<file path="config.mk">
export PLATFORM = sky130hd
export DESIGN_NAME = lsu
export DESIGN_NICKNAME = d
export VERILOG_FILES = /design/src/rtl/lsu.sv
export SDC_FILE = /design/constraint.sdc
export NUM_CORES = 1
export LEC_CHECK = 0
export ABC_AREA = 1
export BUFFER_PORTS_ARGS = -buffer_cell sky130_fd_sc_hd__clkbuf_2
export CAP_MARGIN = 0
export CORE_ASPECT_RATIO = 1.2
export CORE_UTILIZATION = 46
export DETAILED_ROUTE_END_ITERATION = 10
export PLACE_DENSITY = 0.79
export SYNTH_ARGS = -nofsm -noshare
export SYNTH_HDL_FRONTEND = slang
export SYNTH_SLANG_ARGS = --single-unit
</file>
<file path="constraint.sdc">
create_clock -name clk -period 1.5 [get_ports clk]
set_clock_uncertainty 0.2 [all_clocks]
set_input_delay 0.225 -clock clk [delete_from_list [all_inputs] [get_ports clk]]
set_output_delay 0.225 -clock clk [all_outputs]
set_load 0.05 [all_outputs]
</file>
<file path="src/rtl/lsu.sv">
// ---------------------------------------------------------------------------
// lsu -- load/store unit, one outstanding memory access.
//
// Accepts one instruction per cycle while idle. Non-memory instructions pass
// the ALU result straight to writeback with one cycle of latency. Memory
// instructions register a request, hold it stable until mem_ack, and (for
// loads) write back the lane-extracted, sign/zero-extended data one cycle
// after the ack. Misaligned or unsupported accesses, and requests that see
// no ack within MEM_TIMEOUT cycles, set a sticky error flag.
//
// Parameters:
//   MEM_TIMEOUT  cycles in REQ without mem_ack before the access is aborted
//
// Build option:
//   LSU_SUBWORD_EN  when defined, LB/LBU/LH/LHU/SB/SH are memory ops; when
//                   undefined they are rejected with err and no request.
//
// Ports:
//   clk, rst          clock; synchronous active-low reset
//   valid, opcode     instruction valid / opcode (MIPS I-type encodings)
//   addr, wdata       ALU result (address or pass-through) / store data
//   rd_in             writeback destination register
//   stall             upstream must hold inputs while high
//   mem_req, mem_we   memory request / write strobe
//   mem_addr, mem_be  word address / little-endian byte enables
//   mem_wdata         store data, lane-replicated for sub-word stores
//   mem_rdata,mem_ack read data / one-cycle completion pulse
//   wb_valid, wb_data, wb_rd  writeback result
//   err               sticky error flag, cleared only by reset
// ---------------------------------------------------------------------------
module lsu #(
   parameter int unsigned MEM_TIMEOUT = 255
) (
   input  logic        clk,
   input  logic        rst,
   input  logic        valid,
   input  logic [5:0]  opcode,
   input  logic [31:0] addr,
   input  logic [31:0] wdata,
   input  logic [4:0]  rd_in,
   output logic        stall,
   output logic        mem_req,
   output logic        mem_we,
   output logic [31:0] mem_addr,
   output logic [3:0]  mem_be,
   output logic [31:0] mem_wdata,
   input  logic [31:0] mem_rdata,
   input  logic        mem_ack,
   output logic        wb_valid,
   output logic [31:0] wb_data,
   output logic [4:0]  wb_rd,
   output logic        err
);

   localparam logic [5:0] INST_I_LB  = 6'h20;
   localparam logic [5:0] INST_I_LH  = 6'h21;
   localparam logic [5:0] INST_I_LW  = 6'h23;
   localparam logic [5:0] INST_I_LBU = 6'h24;
   localparam logic [5:0] INST_I_LHU = 6'h25;
   localparam logic [5:0] INST_I_SB  = 6'h28;
   localparam logic [5:0] INST_I_SH  = 6'h29;
   localparam logic [5:0] INST_I_SW  = 6'h2B;

`ifdef LSU_SUBWORD_EN
   localparam bit SUBWORD_EN = 1'b1;
`else
   localparam bit SUBWORD_EN = 1'b0;
`endif

   localparam int unsigned CW = $clog2(MEM_TIMEOUT + 1);

   localparam logic [1:0] SZ_B = 2'd0;
   localparam logic [1:0] SZ_H = 2'd1;
   localparam logic [1:0] SZ_W = 2'd2;

   typedef enum logic {
      S_IDLE,
      S_REQ
   } state_e;

   state_e        state_q, state_d;
   logic          mem_req_q, mem_req_d;
   logic          mem_we_q, mem_we_d;
   logic [31:0]   mem_addr_q, mem_addr_d;
   logic [3:0]    mem_be_q, mem_be_d;
   logic [31:0]   mem_wdata_q, mem_wdata_d;
   logic          wb_valid_q, wb_valid_d;
   logic [31:0]   wb_data_q, wb_data_d;
   logic [4:0]    wb_rd_q, wb_rd_d;
   logic          err_q, err_d;
   logic [CW-1:0] tmo_q, tmo_d;
   logic [4:0]    rd_q, rd_d;
   logic [1:0]    ld_size_q, ld_size_d;
   logic          ld_uns_q, ld_uns_d;
   logic [1:0]    ld_off_q, ld_off_d;

   // decode
   logic        is_word, is_half, is_byte, is_store, is_uns;
   logic        sub_op, unsupported, misaligned, mem_op;
   logic [1:0]  req_size;
   logic [3:0]  req_be;
   logic [31:0] req_wdata;

   // load data extraction
   logic [31:0] lane;
   logic [31:0] ld_ext;

   always_comb begin
      is_word   = (opcode == INST_I_LW) || (opcode == INST_I_SW);
      is_half   = (opcode == INST_I_LH) || (opcode == INST_I_LHU) || (opcode == INST_I_SH);
      is_byte   = (opcode == INST_I_LB) || (opcode == INST_I_LBU) || (opcode == INST_I_SB);
      is_store  = (opcode == INST_I_SW) || (opcode == INST_I_SH) || (opcode == INST_I_SB);
      is_uns    = (opcode == INST_I_LBU) || (opcode == INST_I_LHU);
      sub_op    = is_half || is_byte;
      unsupported = sub_op && !SUBWORD_EN;
      misaligned  = (is_word && (addr[1:0] != 2'b00)) || (is_half && addr[0]);
      mem_op      = is_word || (sub_op && SUBWORD_EN);

      req_size  = SZ_W;
      req_be    = 4'b1111;
      req_wdata = wdata;
      if (is_half) begin
         req_size  = SZ_H;
         req_be    = 4'b0011 << addr[1:0];
         req_wdata = {2{wdata[15:0]}};
      end else if (is_byte) begin
         req_size  = SZ_B;
         req_be    = 4'b0001 << addr[1:0];
         req_wdata = {4{wdata[7:0]}};
      end
   end

   // Shift the addressed lane down to bit 0, then extend by access size.
   always_comb begin
      lane = mem_rdata >> {ld_off_q, 3'b000};
      case (ld_size_q)
         SZ_B:    ld_ext = ld_uns_q ? {24'h0, lane[7:0]}  : {{24{lane[7]}}, lane[7:0]};
         SZ_H:    ld_ext = ld_uns_q ? {16'h0, lane[15:0]} : {{16{lane[15]}}, lane[15:0]};
         default: ld_ext = mem_rdata;
      endcase
   end

   always_comb begin
      state_d     = state_q;
      mem_req_d   = mem_req_q;
      mem_we_d    = mem_we_q;
      mem_addr_d  = mem_addr_q;
      mem_be_d    = mem_be_q;
      mem_wdata_d = mem_wdata_q;
      wb_valid_d  = 1'b0;
      wb_data_d   = wb_data_q;
      wb_rd_d     = wb_rd_q;
      err_d       = err_q;
      tmo_d       = tmo_q;
      rd_d        = rd_q;
      ld_size_d   = ld_size_q;
      ld_uns_d    = ld_uns_q;
      ld_off_d    = ld_off_q;

      case (state_q)
         S_IDLE: begin
            if (valid) begin
               if (unsupported || (mem_op && misaligned)) begin
                  err_d = 1'b1;
               end else if (mem_op) begin
                  state_d     = S_REQ;
                  mem_req_d   = 1'b1;
                  mem_we_d    = is_store;
                  mem_addr_d  = {addr[31:2], 2'b00};
                  mem_be_d    = req_be;
                  mem_wdata_d = req_wdata;
                  tmo_d       = '0;
                  rd_d        = rd_in;
                  ld_size_d   = req_size;
                  ld_uns_d    = is_uns;
                  ld_off_d    = addr[1:0];
               end else begin
                  wb_valid_d = 1'b1;
                  wb_data_d  = addr;
                  wb_rd_d    = rd_in;
               end
            end
         end
         S_REQ: begin
            // An ack in the last allowed cycle still completes the access.
            if (mem_ack) begin
               state_d   = S_IDLE;
               mem_req_d = 1'b0;
               mem_we_d  = 1'b0;
               if (!mem_we_q) begin
                  wb_valid_d = 1'b1;
                  wb_data_d  = ld_ext;
                  wb_rd_d    = rd_q;
               end
            end else begin
               tmo_d = tmo_q + CW'(1);
               if (tmo_q == CW'(MEM_TIMEOUT - 1)) begin
                  state_d   = S_IDLE;
                  mem_req_d = 1'b0;
                  mem_we_d  = 1'b0;
                  err_d     = 1'b1;
               end
            end
         end
         default: state_d = S_IDLE;
      endcase
   end

   always_ff @(posedge clk) begin
      if (!rst) begin
         state_q     <= S_IDLE;
         mem_req_q   <= 1'b0;
         mem_we_q    <= 1'b0;
         mem_addr_q  <= '0;
         mem_be_q    <= '0;
         mem_wdata_q <= '0;
         wb_valid_q  <= 1'b0;
         wb_data_q   <= '0;
         wb_rd_q     <= '0;
         err_q       <= 1'b0;
         tmo_q       <= '0;
         rd_q        <= '0;
         ld_size_q   <= SZ_W;
         ld_uns_q    <= 1'b0;
         ld_off_q    <= '0;
      end else begin
         state_q     <= state_d;
         mem_req_q   <= mem_req_d;
         mem_we_q    <= mem_we_d;
         mem_addr_q  <= mem_addr_d;
         mem_be_q    <= mem_be_d;
         mem_wdata_q <= mem_wdata_d;
         wb_valid_q  <= wb_valid_d;
         wb_data_q   <= wb_data_d;
         wb_rd_q     <= wb_rd_d;
         err_q       <= err_d;
         tmo_q       <= tmo_d;
         rd_q        <= rd_d;
         ld_size_q   <= ld_size_d;
         ld_uns_q    <= ld_uns_d;
         ld_off_q    <= ld_off_d;
      end
   end

   assign stall     = (state_q == S_REQ) && !mem_ack;
   assign mem_req   = mem_req_q;
   assign mem_we    = mem_we_q;
   assign mem_addr  = mem_addr_q;
   assign mem_be    = mem_be_q;
   assign mem_wdata = mem_wdata_q;
   assign wb_valid  = wb_valid_q;
   assign wb_data   = wb_data_q;
   assign wb_rd     = wb_rd_q;
   assign err       = err_q;

endmodule

</file>
==> metrics, run 1 <==
fin cells=between 1000 and 1500; final hold vios=0; CTS Buffer Depth=2; starting density of the core=47.4%; Yosys top cell area share=40.0%; CORE AREA=13300 µm²; WL/cell=18.7 µm; # setup viols final=101; largest net degree at the start of global routing=39; RR Startpoint=ld_off_q[0]; # DRC=0; Highest Clock Rate=around 570 MHz; ys async rst share=0%; Initial DRT Pass Iterations=6; # diodes=0; initial antenna violation count=0; hold slack final=0.0285 ns; Max Cap Viol=0; Cells after Synth=roughly 900; CP Launch Type=flip-flop; via count=7946; Hold Crit Start=addr[0]; yosys warns=0; die height=130 µm; max-slew violation count=0; number of synthesized flops with an enable pin=0; Peak VDD IR=about 730 µV; hpwl dp=14.7 mm; Antenna Nets Post-Route=0; CP arrival=1.88 ns; CP Launch Point=ld_off_q[0]; Synth area leader=dfxtp_1; Total Routing Usage GR=about a third; initial drt markers=744; count leader, synth=nand2_1; placed insts=~1300; drt total wl=roughly 27 mm; routability cong.=roughly 0.93; # IOs=221; first-pass GRT wire length=about 38 mm; area growth from synthesis to layout=68.7%; RSZ-0062 raised after global routing=yes; top cells by count, synth=243 x nand2_1, 126 x dfxtp_1, 99 x a21oi_1, 80 x nor2_1, 69 x o21ai_0; Seq/Total Area, Yosys=between 40% and 50%; CTS Buf Count=17; Worst-Skew Late Latency=~0.42 ns; Post-Synthesis Cell Area=about 6300 µm²; worst min path class=input port to flip-flop; vias per cell=5.59; Die Span X=between 100 and 150 µm; Critical Path Fanout Max=6; Syn Area/Cell=7.05 µm²; Overflow after GRT=0; post-route cell area=around 11000 µm²; CTS tree=built; TritonCTS Sinks=126; vias in the first global route=7633; Area contributors post-synth=dfxtp_1 40%, nand2_1 14%, a21oi_1 7.9%; Critical Path End Type=flip-flop; DIE AREA=14200 µm²; P per Cell Area=914 nW/µm²; I/O Buffers=218; critical path required time=approximately 1.6 ns; setup TNS=-10.40 ns; Final #Nets=1355; status=finished, violations left; CTS H-tree depth=4; Netlist cell types=37; Final Worst Setup Slack=-0.239 ns; Rows=46; failing checks=setup timing; post-synthesis register bit count=126; CTS root buffer=clkbuf_16; CP Class=flip-flop to flip-flop; Clk pin slew, worst setup/hold paths=roughly 0.06 ns; layout cells sized above 1=44.5%; Tcrit/Tclk final=116%; Design Power=9.71 mW; Top FF cell, synth=dfxtp_1; leak pwr=4.80 nW; Area after DPL=8220 µm²; Tmin final=1.74 ns
[final timing paths]
kind                 end  slack (ns)  cells past startpoint
max          wb_data[14]       -0.24                      8
min reg2reg      rd_q[1]        0.26                      2
min          ld_off_q[0]        0.03                      4
max reg2reg  wb_data[14]       -0.24                      8
[worst max-delay path, cell delays in order (launching register included)]
cell	delay, ns
dfxtp_4	0.41
buf_6	0.13
buf_6	0.11
o21ai_0	0.07
o21ai_0	0.24
nand2_1	0.14
nand3_2	0.09
o21ai_1	0.07
a21oi_1	0.19
[area by class of cell]
type / count / area (µm²)
clock buffers: 19 / 443
clock inverters: 13 / 236
fillers: 813 / 2670
inverters: 40 / 179
multi-input cells: 671 / 3980
flip-flops and latches: 126 / 2540
well taps: 168 / 210
repair buffers: 384 / 3030
[routing by layer]
| layer | vias to the layer above | share of wire (%) | GRT usage, % |
|---|---|---|---|
| met1 | 3631 | 37 | 37.9 |
| met4 | 0 | 5.7 | 21.3 |
| met2 | 521 | 49 | 60.8 |
| met5 | - | 0 | 0 |
| li1 | 3641 | - | - |
| met3 | 153 | 8.7 | 8.34 |
[cell families after synthesis]
group / after synthesis / synth area share [%]
XOR/XNOR: 4 / 0.556
flip-flops: 126 / 40.0
AND/OR/NAND/NOR: 432 / 29.5
other: 1 / 0.0595
buffers and inverters: 97 / 7.77
adder cells (fa/ha/maj): 4 / 0.795
AO/OA/AOI/OAI: 228 / 21.2
multiplexers: 1 / 0.159
[sequential cells by signal (all words and copies together), names as in the netlist, 2 cells and up]
name and flops:
ld_size_q 2, mem_addr 30, mem_wdata 32, wb_rd 5, wb_data 32, tmo_q 8, ld_off_q 2, rd_q 5
mem_be 4
[where the power goes]
group	internal, mW	total (mW)	switching, mW	leakage [nW]
Sequential	3.42	3.46	0.0456	1.03
Clock	3.18	4.85	1.67	0.328
Combinational	0.519	1.39	0.873	3.44
[stage by stage]
step                utilization [%]  setup WS, ns
global route                   79.9        -0.246
CTS                            77.1        -0.109
global placement               61.9        -0.259
floorplan                         -        -0.117
detailed placement             61.9        -0.323
finish                         79.9        -0.239
[cells in the final DEF, fill, tap and decap left out, types with 8 or more instances in the layout]
master / n
nand2_1: 217
clkbuf_2: 183
dfxtp_1: 117
a21oi_1: 84
nor2_1: 72
dlygate4sd3_1: 67
buf_4: 56
a21oi_2: 53
o21ai_0: 47
nand2_4: 38
inv_1: 32
nand2_2: 28
nand3_2: 25
nand3_1: 23
buf_2: 22
clkbuf_16: 18
o21ai_2: 16
buf_6: 16
buf_12: 14
buf_16: 11
clkbuf_4: 11
nor2_4: 9
o21ai_1: 9
nand3_4: 8
[what timing repair did]
| action | 4_1_cts | 5_1_grt |
|---|---|---|
| pin swaps | 22 | 24 |
| endpoints found under the hold margin | 86 | 0 |
| buffers inserted | 15 | 8 |
| hold buffers | 67 | 0 |
| cloned | 10 | 1 |
| endpoints found under the setup margin | 108 | 152 |
| resized for setup | 95 | 125 |
Note: power is estimated with default switching activity, not from simulation.
==> run 2: changes to the inputs <==
RECOVER_POWER = 25   (was not set)
==> run 2 against run 1 <==
Net effect:
- utilization fell by 0.075 points
- fmax rose by 2.4%
- the run still ends with setup timing left
- critical path depth rose by 1
- clock power barely moved
- cell count did not move
- global-route usage did not move
- highest routed layer unchanged
- largest power group unchanged
- register-to-register slack improved by 0.04 ns
- first-iteration DRC count fell by 2.7%
- worst setup slack improved by 0.040 ns
- combinational power barely moved
- routed wire length fell by 0.21%
- count of clock-buffer cells in the layout did not move
==> metrics, run 2 (same netlist as run 1, synthesis figures left out) <==
status=finished, violations left; failing checks=setup timing; max-slew violation count=0 (unchanged); vias per cell=5.61 (+0.25%); CTS Buf Count=17 (unchanged); Max Cap Viol=0 (unchanged); commonest non-fill, non-tap cell in the layout=nand2_1; initial drt markers=724 (-2.7%); initial antenna violation count=0 (unchanged); Highest Clock Rate=588 MHz (+2.4%); die height=130 µm (unchanged); Critical Path End Type=flip-flop; # diodes=0 (unchanged); Levels on crit path=9 (+1); hold path cells=4 (unchanged); # setup viols final=107 (+5.9%); CP Launch Type=flip-flop; worst min path class=input port to flip-flop; Final Worst Setup Slack=-0.199 ns (+0.0400 ns); area growth from synthesis to layout=68.5% (about the same); Rows=46 (unchanged); Area after DPL=8220 µm² (unchanged); CTS tree=built; drt total wl=26.6 mm (-0.21%); P per Cell Area=914 nW/µm² (about the same); layout cells sized above 1=44.5% (unchanged); multi-input logic area=3970 µm² (-0.19%); Reg2Reg Depth=9 (+1); Clk pin slew, worst setup/hold paths=0.06 ns (about the same); CP Class=flip-flop to flip-flop; Overflow after GRT=0 (unchanged); CTS root buffer=clkbuf_16; CP arrival=1.83 ns (-0.05 ns); register-to-register setup slack=-0.20 ns (+0.04 ns); crit path buf inv count=2 (unchanged); routability cong.=0.927 (unchanged); Register Area=2540 µm² (unchanged); R2R Path End=wb_data[14]; Worst-Skew Late Latency=0.42 ns (about the same); post-route cell area=10600 µm² (about the same); Final #Nets=1355 (unchanged); hold slack final=0.0331 ns (+0.00464 ns); TritonCTS Sinks=126 (unchanged); placed insts=1293 (unchanged); Core Util, Final=79.8% (about the same); Critical Path Fanout Max=5 (-1); Fill cells=814 (+0.12%); Tmin final=1.70 ns (-0.0400 ns); Setup crit end=wb_data[14]; Tcrit/Tclk final=113% (-2.7 points); WL/cell=18.7 µm (-0.21%); fin cells=1421 (unchanged); starting density of the core=47.4% (unchanged); DIE AREA=14200 µm² (unchanged); CTS Buffer Depth=2 (unchanged); RSZ-0062 raised after global routing=yes; leak pwr=4.80 nW (about the same); via count=7966 (+0.25%); first-pass GRT wire length=37.6 mm (unchanged); family with the most delay on the worst path=simple AND/OR/NAND/NOR gates; commonest cells after routing, fill and taps aside=217 x nand2_1, 183 x clkbuf_2, 117 x dfxtp_1; I/O Buffers=218 (unchanged); CP Launch Point=ld_off_q[0]; Initial DRT Pass Iterations=6 (unchanged); Antenna Nets Post-Route=0 (unchanged); vias in the first global route=7633 (unchanged); hpwl dp=14.7 mm (unchanged); final hold vios=0 (unchanged); RR Startpoint=ld_off_q[0]; critical-path cell list=buf_6, nand2_2, nand3_2, nand2_4, nand3_4, buf_6, nand3_2, o21ai_1, a21oi_1; CTS H-tree depth=4 (unchanged); Slowest cell on crit path=dfxtp_4; Peak VDD IR=725 µV (about the same); CORE AREA=13300 µm² (unchanged); max incr delay on CP=0.38 ns (-0.03 ns); Total Routing Usage GR=34.8% (unchanged); # DRC=0 (unchanged); largest net degree at the start of global routing=39 (unchanged); # IOs=221 (unchanged); Die Span X=109 µm (unchanged); critical path required time=1.63 ns (about the same)
run 2: cell counts in the layout (fill, tap and decap cells not counted):
No cell type changed its count.
run 2: what timing repair did:
item | 4_1_cts | 5_1_grt
endpoints found under the setup margin | 108 | 152
hold endpoints to repair | 86 | 0
cloned | 10 | 1
hold buffers | 67 | 0
gates resized for setup | 95 | 125
setup buffers | 15 | 8
pin swaps | 22 | 24
run 2: layer usage:
metal  share of wire, %  vias up  routed length (µm)  global-route usage (%)
met5                  0        -                   0                       0
met4                5.4        0                1440                    21.3
met3                8.5      145                2260                    8.34
met2                 49      518               13100                    60.8
met1                 37     3667                9730                    37.9
li1                   -     3636                   -                       -
run 2: worst min-delay path by stage:
stage                     to     startpoint  slack [ns]
3_3_place_gp         rd_q[1]        rd_q[1]        0.24
3_5_place_dp   mem_wdata[24]  mem_wdata[24]        0.24
5_1_grt          ld_off_q[0]        addr[0]        0.05
6_report         ld_off_q[0]        addr[0]        0.03
4_1_cts        mem_wdata[27]      wdata[27]        0.02
2_1_floorplan   mem_addr[10]       addr[10]        0.15
run 2: worst min-delay path: stages:
cell and delay [ns]:
clkbuf_2 0.09, buf_4 0.14, o21ai_2 0.06, a21oi_1 0.10
run 2: layout make-up:
cell class | instances | share of cell area [%]
clock inverter | 13 | 2.23
multi-input combinational | 671 | 37.4
timing repair buffer | 384 | 28.6
tap | 168 | 1.98
inverter | 40 | 1.66
sequential | 126 | 24.0
clock buffer | 19 | 4.17
run 2: power breakdown:
group	total, mW	switching, mW	internal (mW)
registers	3.46	0.0455	3.42
clock network	4.85	1.67	3.18
logic	1.39	0.871	0.518
total	9.70	2.59	7.11
run 2: per-stage QoR:
stage               worst slack, ns  power, mW  TNS (ns)
global route                 -0.246       9.94    -14.78
finish                       -0.199       9.70    -10.21
floorplan                    -0.117       4.16     -3.32
global placement             -0.259       4.60    -22.02
detailed placement           -0.323       4.61    -29.43
CTS                          -0.109       9.60     -4.63
